File: src/rtl/tap_buffer_sequencer.sv
// ============================================================================
// tap_buffer_sequencer
//
// Purpose:
//   Keeps a circular history of ADC samples in an external single-port block
//   RAM. It also replays the most recent N_TAPS samples as a tap stream for a
//   downstream FIR-style consumer. Each accepted sample is written once. The
//   buffer is then read newest-first (k = 0 .. N_TAPS-1), and each RAM word is
//   forwarded one cycle later, which matches the RAM read latency.
//
// Ports:
//   clk_100M      in   system clock, all logic on its rising edge
//   rst_n         in   synchronous active-low reset
//   sample_valid  in   one-cycle pulse, new sample on sample_in
//   sample_in     in   [DATA_W] sample, captured only while idle
//   ram_addr      out  [ADDR_W] block RAM address
//   ram_we        out  block RAM write enable
//   ram_din       out  [DATA_W] block RAM write data (holds between writes)
//   ram_dout      in   [DATA_W] block RAM read data, one cycle after ram_addr
//   tap_valid     out  tap_data / tap_index valid this cycle
//   tap_data      out  [DATA_W] delayed sample x[n-k]
//   tap_index     out  [ADDR_W] k, 0 = newest
//   tap_last      out  marks k = N_TAPS-1
//   busy          out  a write/read sequence is running
//   overrun       out  sticky, a sample arrived while busy and was dropped
// ============================================================================
module tap_buffer_sequencer #(
    parameter int DATA_W = 16,
    parameter int ADDR_W = 5,
    parameter int N_TAPS = 16
) (
    input  logic              clk_100M,
    input  logic              rst_n,
    input  logic              sample_valid,
    input  logic [DATA_W-1:0] sample_in,
    output logic [ADDR_W-1:0] ram_addr,
    output logic              ram_we,
    output logic [DATA_W-1:0] ram_din,
    input  logic [DATA_W-1:0] ram_dout,
    output logic              tap_valid,
    output logic [DATA_W-1:0] tap_data,
    output logic [ADDR_W-1:0] tap_index,
    output logic              tap_last,
    output logic              busy,
    output logic              overrun
);

    typedef enum logic [1:0] {
        IDLE  = 2'd0,
        WRITE = 2'd1,
        READ  = 2'd2,
        DRAIN = 2'd3
    } state_t;

    localparam logic [ADDR_W-1:0] LAST_K   = ADDR_W'(N_TAPS - 1);
    localparam logic [ADDR_W-1:0] ONE_A    = ADDR_W'(1);
    localparam logic [ADDR_W:0]   FILL_MAX = (ADDR_W + 1)'(N_TAPS);
    localparam logic [ADDR_W:0]   ONE_F    = (ADDR_W + 1)'(1);

    state_t              state_q, state_d;
    logic [ADDR_W-1:0]   wr_ptr_q, wr_ptr_d;
    logic [ADDR_W-1:0]   k_q, k_d;
    // One bit wider than the address so it can hold N_TAPS = 2^ADDR_W.
    logic [ADDR_W:0]     fill_q, fill_d;
    logic [DATA_W-1:0]   sample_q, sample_d;
    logic                overrun_q, overrun_d;
    logic                tap_valid_q, tap_valid_d;
    logic                tap_last_q, tap_last_d;
    logic [ADDR_W-1:0]   tap_index_q, tap_index_d;

    // State register. Reset wins over everything, so an in-flight write is
    // abandoned and the fill increment on WRITE exit never happens.
    always_ff @(posedge clk_100M) begin
        if (!rst_n) begin
            state_q     <= IDLE;
            wr_ptr_q    <= '0;
            k_q         <= '0;
            fill_q      <= '0;
            sample_q    <= '0;
            overrun_q   <= 1'b0;
            tap_valid_q <= 1'b0;
            tap_last_q  <= 1'b0;
            tap_index_q <= '0;
        end else begin
            state_q     <= state_d;
            wr_ptr_q    <= wr_ptr_d;
            k_q         <= k_d;
            fill_q      <= fill_d;
            sample_q    <= sample_d;
            overrun_q   <= overrun_d;
            tap_valid_q <= tap_valid_d;
            tap_last_q  <= tap_last_d;
            tap_index_q <= tap_index_d;
        end
    end

    // Next-state and datapath update.
    always_comb begin
        state_d   = state_q;
        wr_ptr_d  = wr_ptr_q;
        k_d       = k_q;
        fill_d    = fill_q;
        sample_d  = sample_q;
        overrun_d = overrun_q;

        // The tap qualifiers lag the read address by one cycle so that they
        // line up with ram_dout.
        tap_valid_d = (state_q == READ);
        tap_last_d  = (state_q == READ) && (k_q == LAST_K);
        tap_index_d = (state_q == READ) ? k_q : '0;

        unique case (state_q)
            IDLE: begin
                if (sample_valid) begin
                    sample_d = sample_in;
                    state_d  = WRITE;
                end
            end
            WRITE: begin
                state_d = READ;
                k_d     = '0;
                if (fill_q != FILL_MAX) begin
                    fill_d = fill_q + ONE_F;
                end
            end
            READ: begin
                if (k_q == LAST_K) begin
                    state_d = DRAIN;
                end else begin
                    k_d = k_q + ONE_A;
                end
            end
            DRAIN: begin
                // The pointer moves only once the whole read pass is done,
                // so every read is taken relative to the slot just written.
                state_d  = IDLE;
                wr_ptr_d = wr_ptr_q + ONE_A;
            end
            default: begin
                state_d = IDLE;
            end
        endcase

        // A sample arriving in any non-idle state, including the last DRAIN
        // cycle, is dropped and flagged.
        if (sample_valid && (state_q != IDLE)) begin
            overrun_d = 1'b1;
        end
    end

    // Outputs.
    always_comb begin
        busy      = (state_q != IDLE);
        ram_we    = (state_q == WRITE);
        ram_din   = sample_q;
        overrun   = overrun_q;
        tap_valid = tap_valid_q;
        tap_last  = tap_last_q;
        tap_index = tap_index_q;

        unique case (state_q)
            WRITE:   ram_addr = wr_ptr_q;
            // Unsigned subtraction wraps modulo the buffer depth.
            READ:    ram_addr = wr_ptr_q - k_q;
            default: ram_addr = '0;
        endcase

        // Slots that have not been written since reset read back as zero.
        if (tap_valid_q && ({1'b0, tap_index_q} < fill_q)) begin
            tap_data = ram_dout;
        end else begin
            tap_data = '0;
        end
    end

endmodule
File: config.mk
export PLATFORM = sky130hd
export DESIGN_NAME = tap_buffer_sequencer
export DESIGN_NICKNAME = d
export VERILOG_FILES = /design/src/rtl/tap_buffer_sequencer.sv
export SDC_FILE = /design/constraint.sdc
export NUM_CORES = 1
export LEC_CHECK = 0
export CAP_MARGIN = 15
export CORE_MARGIN = 2
export CORE_UTILIZATION = 45
export DETAILED_ROUTE_END_ITERATION = 10
export GPL_TIMING_DRIVEN = 0
export MAX_ROUTING_LAYER = met4
export PLACE_DENSITY = 0.81
export SYNTH_ARGS = -nofsm -noshare
export SYNTH_HDL_FRONTEND = slang
export SYNTH_SLANG_ARGS = --single-unit
File: constraint.sdc
create_clock -name clk_100M -period 2.4 [get_ports clk_100M]
set_input_delay 0.6 -clock clk_100M [delete_from_list [all_inputs] [get_ports clk_100M]]
set_output_delay 0.6 -clock clk_100M [all_outputs]
set_load 0.02 [all_outputs]
==> results.sh, run 1 <==
export IMPL_finClkSkew_ns=0.00603
export IMPL_mostFrequentLayoutCells="clkdlybuf4s50_1, nand2_1, dfxtp_1, buf_4, a21boi_0"
export IMPL_yosysUniqueCellTypes=40
export IMPL_fmax_ghz=0.403
export IMPL_syn_to_final_growth_pct=59.0
export IMPL_drive_gt1_share_pct=28.2
export IMPL_seq_area_frac_synth_pct=37.0
export IMPL_critPathKind="reg2out"
export IMPL_path_clk_slew_ns=0.08
export IMPL_fillers=342
export IMPL_cts_buffer_depth=2
export IMPL_grt_overflow_total=0
export IMPL_die_y_um=75.0
export IMPL_yosysWarnings=0
export IMPL_ant_nets=0
export IMPL_port_buffers=81
export IMPL_setup_viol=3
export IMPL_wirelength_um=6290
export IMPL_hold_buffers=0
export IMPL_start_util_pct=47.5
export IMPL_cts_sinks=42
export IMPL_hpwl_um=4110
export IMPL_drcViolationCount=0
export IMPL_boundaryPins=82
export IMPL_endpoint_kind="primary output"
export IMPL_status="finished with violations"
export IMPL_final_nets=428
export IMPL_worst_hold_path_type="reg2reg"
export IMPL_detail_route_iter0_violations=107
export IMPL_layout_setup_ws_ns=-0.0814
export IMPL_worst_path_buf_inv=3
export IMPL_slowest_stage="dfxtp_4"
export IMPL_fin_area_um2=3610
export IMPL_cts_tree="done"
export IMPL_critPathMaxFanout=2
export IMPL_ys_seq_elements=42
export IMPL_grt_pass1_wl_um=9760
export IMPL_crit_arrival_ns=1.88
export IMPL_worstPathRequired_ns=1.80
export IMPL_core_um2=4790
export IMPL_drv_cap=0
export IMPL_cts_buffers=5
export IMPL_rows=25
export IMPL_grtUsageTotal_pct=23.2
export IMPL_synth_area_um2=2270
export IMPL_crit_chain="inv_4 > ha_4 > inv_2 > fa_2 > a21o_1 > a21oi_2 > a211o_1 > nand3_2 > buf_6"
export IMPL_fin_crit_sh_pct=103
export IMPL_setup_tns_ns=-0.156
export IMPL_worst_slew_pin_slew_ns=0.442
export IMPL_drv_slew=0
export IMPL_avgSynthCellArea_um2=8.41
export IMPL_p_leak_nw=1.40
export IMPL_final_common_cell="clkdlybuf4s50_1"
export IMPL_power_density_nw_per_um2=779
export IMPL_synth_nets=323
export IMPL_die_x_um=75.0
export IMPL_async_flop_share_pct=0
export IMPL_synth_enable_flop_cells=0
export IMPL_violations="negative setup slack"
export IMPL_crit_family="adder cells"
export IMPL_detail_route_wl_per_cell_um=14.2
export IMPL_placed_area_um2=3170
export IMPL_grt_max_degree=14
export IMPL_synth_ff_type="dfxtp_1"
export IMPL_clk_latency_ns=0.30
export IMPL_final_hold_viol_count=0
export IMPL_min_period_ns=2.48
export IMPL_grt_pass1_vias=2105
export IMPL_rsz0062_at_grt="yes"
export IMPL_ir_worst_vdd_mv=0.769
export IMPL_synthCells=270
export IMPL_ff2ff_setup_slack_ns=0.64
export IMPL_antenna_found_initial=0
export IMPL_n_antenna_cell=0
export IMPL_die_area_um2=5630
export IMPL_drt_first_pass_iters=4
export IMPL_gp_congestion=0.828
export IMPL_maxSlewHeadroom_pct=70.5
export IMPL_viasPerCell=5.10
export IMPL_htree_levels=2
export IMPL_vias=2259
export IMPL_critPathMaxStageDelay_ns=0.37
export IMPL_root_buffer="clkbuf_8"
export IMPL_pre_cts_ws_ns=-0.459
export IMPL_startpoint_type="register"
-- worst reg2reg max path: cells and delay by family (launching register included) --
family                   cells  cell delay, ns
AND/OR/NAND/NOR              3            0.37
AO/OA/AOI/OAI                2            0.25
buffers and inverters        2            0.24
flip-flops                   1            0.37
adder cells (fa/ha/maj)      2            0.44
-- timing repair --
| item | CTS | global route |
|---|---|---|
| gates cloned | 2 | 0 |
| pin swaps | 12 | 7 |
| gates resized for setup | 143 | 31 |
| setup buffers | 8 | 7 |
| endpoints found under the setup margin | 21 | 21 |
-- state kept, by name (all words and copies together), names as in the netlist --
register	count
tap_index	5
ram_din	16
wr_ptr_q	5
fill_q	6
k_q	5
overrun	1
state_q	2
tap_valid	1
tap_last	1
-- power by group --
group          internal [mW]  switching [mW]
clock network          0.311           0.253
logic                  0.665           0.720
registers              0.794          0.0702
-- synth_stat cells, drive strengths merged, types with 4 or more instances --
library cell	instances	area share (%)
buf	6	2.1
nand4	4	1.1
ha	17	9.4
mux2i	4	1.8
dfxtp	42	37
a21boi	16	5.3
nor2	4	0.66
and2	11	3.0
clkbuf	7	1.2
inv	17	2.8
nor3	5	1.1
nor2b	10	2.8
o21ai	6	1.5
nand2	59	9.8
a21oi	23	6.7
and3	6	1.7
xnor2	6	2.3
-- per-layer routing --
layer	GRT usage, %	part of all wire (%)	vias up	wire length [µm]
met2	41.7	54	73	3420
met5	-	0	-	0
met1	25.4	39	1069	2470
met4	6.35	0.80	0	50
li1	-	-	1111	-
met3	5.49	5.6	6	350
-- cells by family (layout without fill, tap and decap cells) --
logic type	after synthesis	count (layout)	share of synthesized area (%)
fa+ha+maj	18	18	10.2
mux	4	4	1.76
buf+inv	30	136	6.12
xor+xnor	9	9	3.47
simple gates	108	108	22.9
flops	42	42	37.0
compound gates	59	59	18.5
-- final cells by class --
class	instances	area, µm²	share of cell area [%]
clock buffers	6	72.6	2.01
flip-flops and latches	42	870	24.1
multi-input cells	198	1440	40.0
repair buffers	98	938	26.0
clock inverters	2	37.5	1.04
well taps	67	83.8	2.32
plain buffers	13	95.1	2.63
inverters	17	68.8	1.91
-- metrics by stage --
| stage | power (mW) | utilization [%] | std cells | hold WS, ns |
|---|---|---|---|---|
| 6_report | 2.81 | 75.4 | 443 | 0.465 |
| 5_1_grt | 2.97 | 75.4 | 443 | 0.493 |
| 4_1_cts | 2.75 | 72.5 | 436 | 0.469 |
| 3_5_place_dp | 1.96 | 66.1 | 418 | 0.457 |
| 3_3_place_gp | 1.93 | 66.1 | 418 | 0.443 |
| 2_1_floorplan | 1.58 | - | 270 | 0.475 |
-- final timing paths --
kind,start,endpoint,cells past startpoint
max,wr_ptr_q[0],ram_addr[4],9
min,ram_din[7],ram_din[7],2
max reg2reg,k_q[1],k_q[3],9
min reg2reg,ram_din[7],ram_din[7],2
Power figures use the tool's default switching activity.
==> run 2, diff against run 1 <==
clock period = 2.45 ns   (was 2.4 ns; I/O delays follow)
==> run 2 against run 1 <==
Count of clock-buffer cells in the layout unchanged. Critical path type unchanged. The run still ends with negative setup slack left. Worst hold slack improved by 0.00070 ns. Global-route usage decreased by 1.3 points. Final cell count down 1.6%. Largest cell class unchanged. Sequential share of layout area grew 0.60 points. Largest power group unchanged. First-iteration DRC count decreased by 25%.
==> results.sh, run 2 (same netlist as run 1, synthesis figures left out) <==
export IMPL_status="finished with violations"
export IMPL_violations="negative setup slack"
export IMPL_antenna_found_initial=0
export IMPL_syn_to_final_growth_pct=54.0
export IMPL_drcViolationCount=0
export IMPL_die_y_um=75.0
export IMPL_setup_tns_ns=-0.109
export IMPL_p_leak_nw=1.36
export IMPL_detail_route_wl_per_cell_um=14.0
export IMPL_n_antenna_cell=0
export IMPL_critPathMaxFanout=2
export IMPL_cts_buffer_depth=2
export IMPL_drv_slew=0
export IMPL_detail_route_iter0_violations=80
export IMPL_mostFrequentLayoutCells="clkdlybuf4s50_1, nand2_1, dfxtp_1, buf_4, a21boi_0"
export IMPL_largest_reg_flops=16
export IMPL_rows=25
export IMPL_cts_buffers=5
export IMPL_fin_crit_sh_pct=102
export IMPL_grt_max_degree=14
export IMPL_boundaryPins=82
export IMPL_power_density_nw_per_um2=765
export IMPL_htree_levels=2
export IMPL_gp_congestion=0.828
export IMPL_hold_slack_ns=0.466
export IMPL_met2_length_um=3160
export IMPL_layout_setup_ws_ns=-0.0557
export IMPL_drv_cap=0
export IMPL_grt_pass1_vias=2026
export IMPL_fmax_ghz=0.399
export IMPL_die_x_um=75.0
export IMPL_placed_area_um2=3170
export IMPL_wl_met3_um=432
export IMPL_finClkSkew_ns=0.00848
export IMPL_viasPerCell=5.10
export IMPL_stdcell_count=436
export IMPL_p_total_mw=2.67
export IMPL_crit_arrival_ns=1.89
export IMPL_worstPathRequired_ns=1.84
export IMPL_die_area_um2=5630
export IMPL_hpwl_um=4110
export IMPL_cts_sinks=42
export IMPL_rsz0062_at_grt="yes"
export IMPL_final_util_pct=73.1
export IMPL_pre_cts_ws_ns=-0.421
export IMPL_fin_area_um2=3500
export IMPL_maxSlewHeadroom_pct=71.0
export IMPL_worst_hold_path_type="reg2reg"
export IMPL_cts_tree="done"
export IMPL_core_um2=4790
export IMPL_startpoint_type="register"
export IMPL_top_layer_used="met4"
export IMPL_setup_viol=2
export IMPL_grt_pass1_wl_um=9260
export IMPL_grt_overflow_total=0
export IMPL_root_buffer="clkbuf_8"
export IMPL_critPathMaxStageDelay_ns=0.36
export IMPL_vias=2222
export IMPL_path_clk_slew_ns=0.08
export IMPL_min_period_ns=2.51
export IMPL_crit_chain="inv_4 > ha_4 > inv_2 > fa_2 > a21o_1 > a21oi_2 > a211o_1 > nand3_2 > buf_6"
export IMPL_ir_worst_vdd_mv=0.821
export IMPL_final_common_cell="clkdlybuf4s50_1"
export IMPL_final_nets=421
export IMPL_start_util_pct=47.5
export IMPL_ant_nets=0
export IMPL_port_buffers=81
export IMPL_final_hold_viol_count=0
export IMPL_worst_slew_pin_slew_ns=0.435
export IMPL_grtUsageTotal_pct=21.9
export IMPL_drt_first_pass_iters=4
export IMPL_dp_cells=418
export IMPL_endpoint_kind="primary output"
export IMPL_wirelength_um=6100
export IMPL_critPathKind="reg2out"
export IMPL_clk_latency_ns=0.30
export IMPL_slowest_stage="dfxtp_4"
export IMPL_wl_met1_um=2460
export IMPL_drive_gt1_share_pct=23.0
==> run 2: changes by cell type in the layout (fill, tap and decap cells not counted), sizes merged <==
cell / change
buf: -8
dlygate4sd2: +1
==> run 2: timing repair <==
action,in CTS,in global routing
gates cloned,0,2
pin swaps,8,8
gates resized for setup,130,19
hold buffers,0,0
setup endpoints to repair,21,20
buffers inserted,4,4
==> run 2: worst paths after layout <==
| check | startpoint | end | slack, ns | depth (start not counted) |
|---|---|---|---|---|
| max reg2reg | k_q[1] | k_q[3] | 0.68 | 9 |
| min reg2reg | ram_din[9] | ram_din[9] | 0.47 | 2 |
| min | ram_din[9] | ram_din[9] | 0.47 | 2 |
| max | wr_ptr_q[0] | ram_addr[4] | -0.06 | 9 |
==> run 2: critical path, delay by kind of cell (launching register included) <==
kind | cells | cell delay [ns]
AO/OA/AOI/OAI | 3 | 0.43
adder cells (fa/ha/maj) | 2 | 0.48
buffers and inverters | 3 | 0.24
flip-flops | 1 | 0.36
AND/OR/NAND/NOR | 1 | 0.08
==> run 2: layout make-up <==
class                      instances  area [µm²]
tap                               67        83.8
multi-input combinational        198        1410
sequential                        42         863
timing repair buffer              91         862
fill                             362        1290
buffer                            13        98.8
clock inverter                     2        37.5
inverter                          17        68.8
clock buffer                       6        72.6
==> run 2: routing by layer <==
| metal | vias to the layer above | track usage [%] |
|---|---|---|
| li1 | 1097 | - |
| met1 | 1051 | 24.6 |
| met2 | 69 | 38.4 |
| met3 | 5 | 5.35 |
| met4 | 0 | 5.95 |
| met5 | - | - |
==> run 2: power breakdown <==
group / leakage [nW] / switching (mW) / total, mW / internal, mW
combinational: 0.960 / 0.673 / 1.27 / 0.600
sequential: 0.347 / 0.0694 / 0.848 / 0.779
clock: 0.0514 / 0.249 / 0.553 / 0.304
total: 1.36 / 0.991 / 2.67 / 1.68
==> run 3, diff against run 2 <==
CORE_UTILIZATION = 40   (was 45)
CTS_CLUSTER_SIZE = 14   (was default)
PLACE_DENSITY = 0.76   (was 0.81)
clock period = 2.3 ns   (was 2.45 ns; I/O delays follow)
==> run 3 against run 2 <==
The flow still finishes with violations (negative setup slack). Register-to-register slack got worse by 0.25 ns. Final cell count rose by 1.6%. Flip-flop and latch count did not move. Count of clock-buffer cells in the layout rose by 1. Non-clock buffer count rose by 2. Critical endpoint unchanged. Worst hold slack got worse by 0.010 ns. Wire length fell by 4.4%. Utilization fell by 7.5 points. First-iteration DRC count fell by 18%. Via count fell by 1.3%. Highest routed layer unchanged. Setup slack got worse by 0.12 ns. Design area rose by 3.2%.
==> results.sh, run 3 (same netlist as run 1, synthesis figures left out) <==
export IMPL_maxSlewHeadroom_pct=71.5
export IMPL_fin_crit_sh_pct=108
export IMPL_start_util_pct=41.2
export IMPL_drv_slew=0
export IMPL_gp_congestion=0.823
export IMPL_stdcell_count=443
export IMPL_boundaryPins=82
export IMPL_min_period_ns=2.48
export IMPL_critPathMaxStageDelay_ns=0.37
export IMPL_root_buffer="clkbuf_8"
export IMPL_slowest_stage="fa_2"
export IMPL_die_x_um=79.3
export IMPL_fillers=426
export IMPL_die_y_um=79.3
export IMPL_core_um2=5510
export IMPL_clkPwrFrac_pct=19.6
export IMPL_sw_frac_of_total_pct=36.9
export IMPL_detail_route_wl_per_cell_um=13.2
export IMPL_port_buffers=81
export IMPL_pre_cts_ws_ns=-0.536
export IMPL_rsz0062_at_grt="yes"
export IMPL_crit_chain="inv_4 > ha_4 > inv_2 > fa_2 > a21o_1 > a21oi_2 > a211o_1 > nand3_2 > buf_6"
export IMPL_syn_to_final_growth_pct=59.0
export IMPL_largest_reg_flops=16
export IMPL_fin_area_um2=3610
export IMPL_pwr_share_comb_pct=49.5
export IMPL_wirelength_um=5830
export IMPL_rows=27
export IMPL_die_area_um2=6300
export IMPL_grtUsageTotal_pct=19.3
export IMPL_clk_latency_ns=0.29
export IMPL_hold_slack_ns=0.456
export IMPL_grt_pass1_wl_um=9610
export IMPL_layout_setup_ws_ns=-0.181
export IMPL_viasPerCell=4.95
export IMPL_worstPathRequired_ns=1.73
export IMPL_endpoint_kind="primary output"
export IMPL_drt_first_pass_iters=4
export IMPL_hpwl_um=3890
export IMPL_cts_sinks=42
export IMPL_final_hold_viol_count=0
export IMPL_vias=2193
export IMPL_startpoint_type="register"
export IMPL_power_density_nw_per_um2=812
export IMPL_hold_buffers=0
export IMPL_worst_slew_pin_slew_ns=0.427
export IMPL_fmax_ghz=0.403
export IMPL_grt_overflow_total=0
export IMPL_p_switching_mw=1.08
export IMPL_seqPwrFrac_pct=30.9
export IMPL_crit_arrival_ns=1.91
export IMPL_final_common_cell="clkdlybuf4s50_1"
export IMPL_path_clk_slew_ns=0.08
export IMPL_cts_tree="done"
export IMPL_drcViolationCount=0
export IMPL_cts_buffer_depth=2
export IMPL_finClkSkew_ns=0.00880
export IMPL_status="finished with violations"
export IMPL_setup_tns_ns=-0.397
export IMPL_ir_worst_vdd_mv=0.945
export IMPL_setup_viol=5
export IMPL_grt_max_degree=13
export IMPL_critPathMaxFanout=2
export IMPL_final_nets=423
export IMPL_worst_hold_path_type="reg2reg"
export IMPL_detail_route_iter0_violations=66
export IMPL_p_leak_nw=1.38
export IMPL_drv_cap=0
export IMPL_grt_pass1_vias=2137
export IMPL_critPathKind="reg2out"
export IMPL_power_internal_mw=1.85
export IMPL_cts_buffers=5
export IMPL_htree_levels=2
export IMPL_violations="negative setup slack"
export IMPL_drive_gt1_share_pct=25.3
export IMPL_dp_cells=423
export IMPL_placed_area_um2=3170
export IMPL_ant_nets=0
export IMPL_antenna_found_initial=0
export IMPL_mostFrequentLayoutCells="clkdlybuf4s50_1, nand2_1, dfxtp_1, a21boi_0, buf_4"
export IMPL_n_antenna_cell=0
run 3: cell types whose count changed in the layout (fill, tap and decap cells not counted), moves of 3 or more:
cell     delta
buf_6       +7
buf_4       -3
a21oi_4     +5
dfxtp_1     -3
a21oi_2     -5
run 3: power groups by stage:
stage / registers (mW) / clock network [mW] / logic (mW)
final: 0.906 / 0.574 / 1.45
after global routing: 0.921 / 0.619 / 1.57
after CTS: 0.902 / 0.584 / 1.37
after detailed placement: 0.914 / 0 / 1.13
after global placement: 0.910 / 0 / 1.11
after floorplan: 0.979 / 0 / 0.666
run 3: layout make-up:
class	count	area (µm²)	area share (%)
clock buffers	7	76.3	2.11
flip-flops and latches	42	872	24.2
repair buffers	93	891	24.7
clock inverters	1	30.0	0.832
well taps	72	90.1	2.50
multi-input cells	198	1480	41.0
plain buffers	13	103	2.84
inverters	17	68.8	1.91
run 3: layer usage:
layer	GRT usage, %	up-vias	routed length [µm]
met5	-	-	0
met2	34.1	72	2890
met3	4.55	5	414
li1	-	1102	-
met1	22.0	1014	2480
met4	4.83	0	46
run 3: critical path: cells and delay by family (launching register included):
family | cells | cell delay (ns)
DFF | 1 | 0.36
and+or+nand+nor | 1 | 0.08
AOI/OAI and AO/OA | 3 | 0.45
adders and majority gates | 2 | 0.50
buffers and inverters | 3 | 0.24
run 3: what timing repair did:
action                                  in CTS  in global routing
setup buffers                                8                  2
hold endpoints to repair                     0                  0
endpoints found under the setup margin      21                 20
gates resized for setup                    142                 35
pin swaps                                   15                  6
cloned                                       2                  0
run 3: final timing paths:
check                   start          end  slack (ns)  depth (start not counted)
setup / recovery  wr_ptr_q[0]  ram_addr[4]       -0.18                          9
hold reg to reg   ram_din[11]  ram_din[11]        0.46                          2
setup reg to reg       k_q[0]       k_q[2]        0.43                          8
hold / removal    ram_din[11]  ram_din[11]        0.46                          2
run 3: through the flow:
step           total power, mW  utilization (%)
4_1_cts                   2.86             63.4
2_1_floorplan             1.64                -
3_3_place_gp              2.02             57.6
3_5_place_dp              2.04             57.6
5_1_grt                   3.11             65.6
6_report                  2.93             65.6
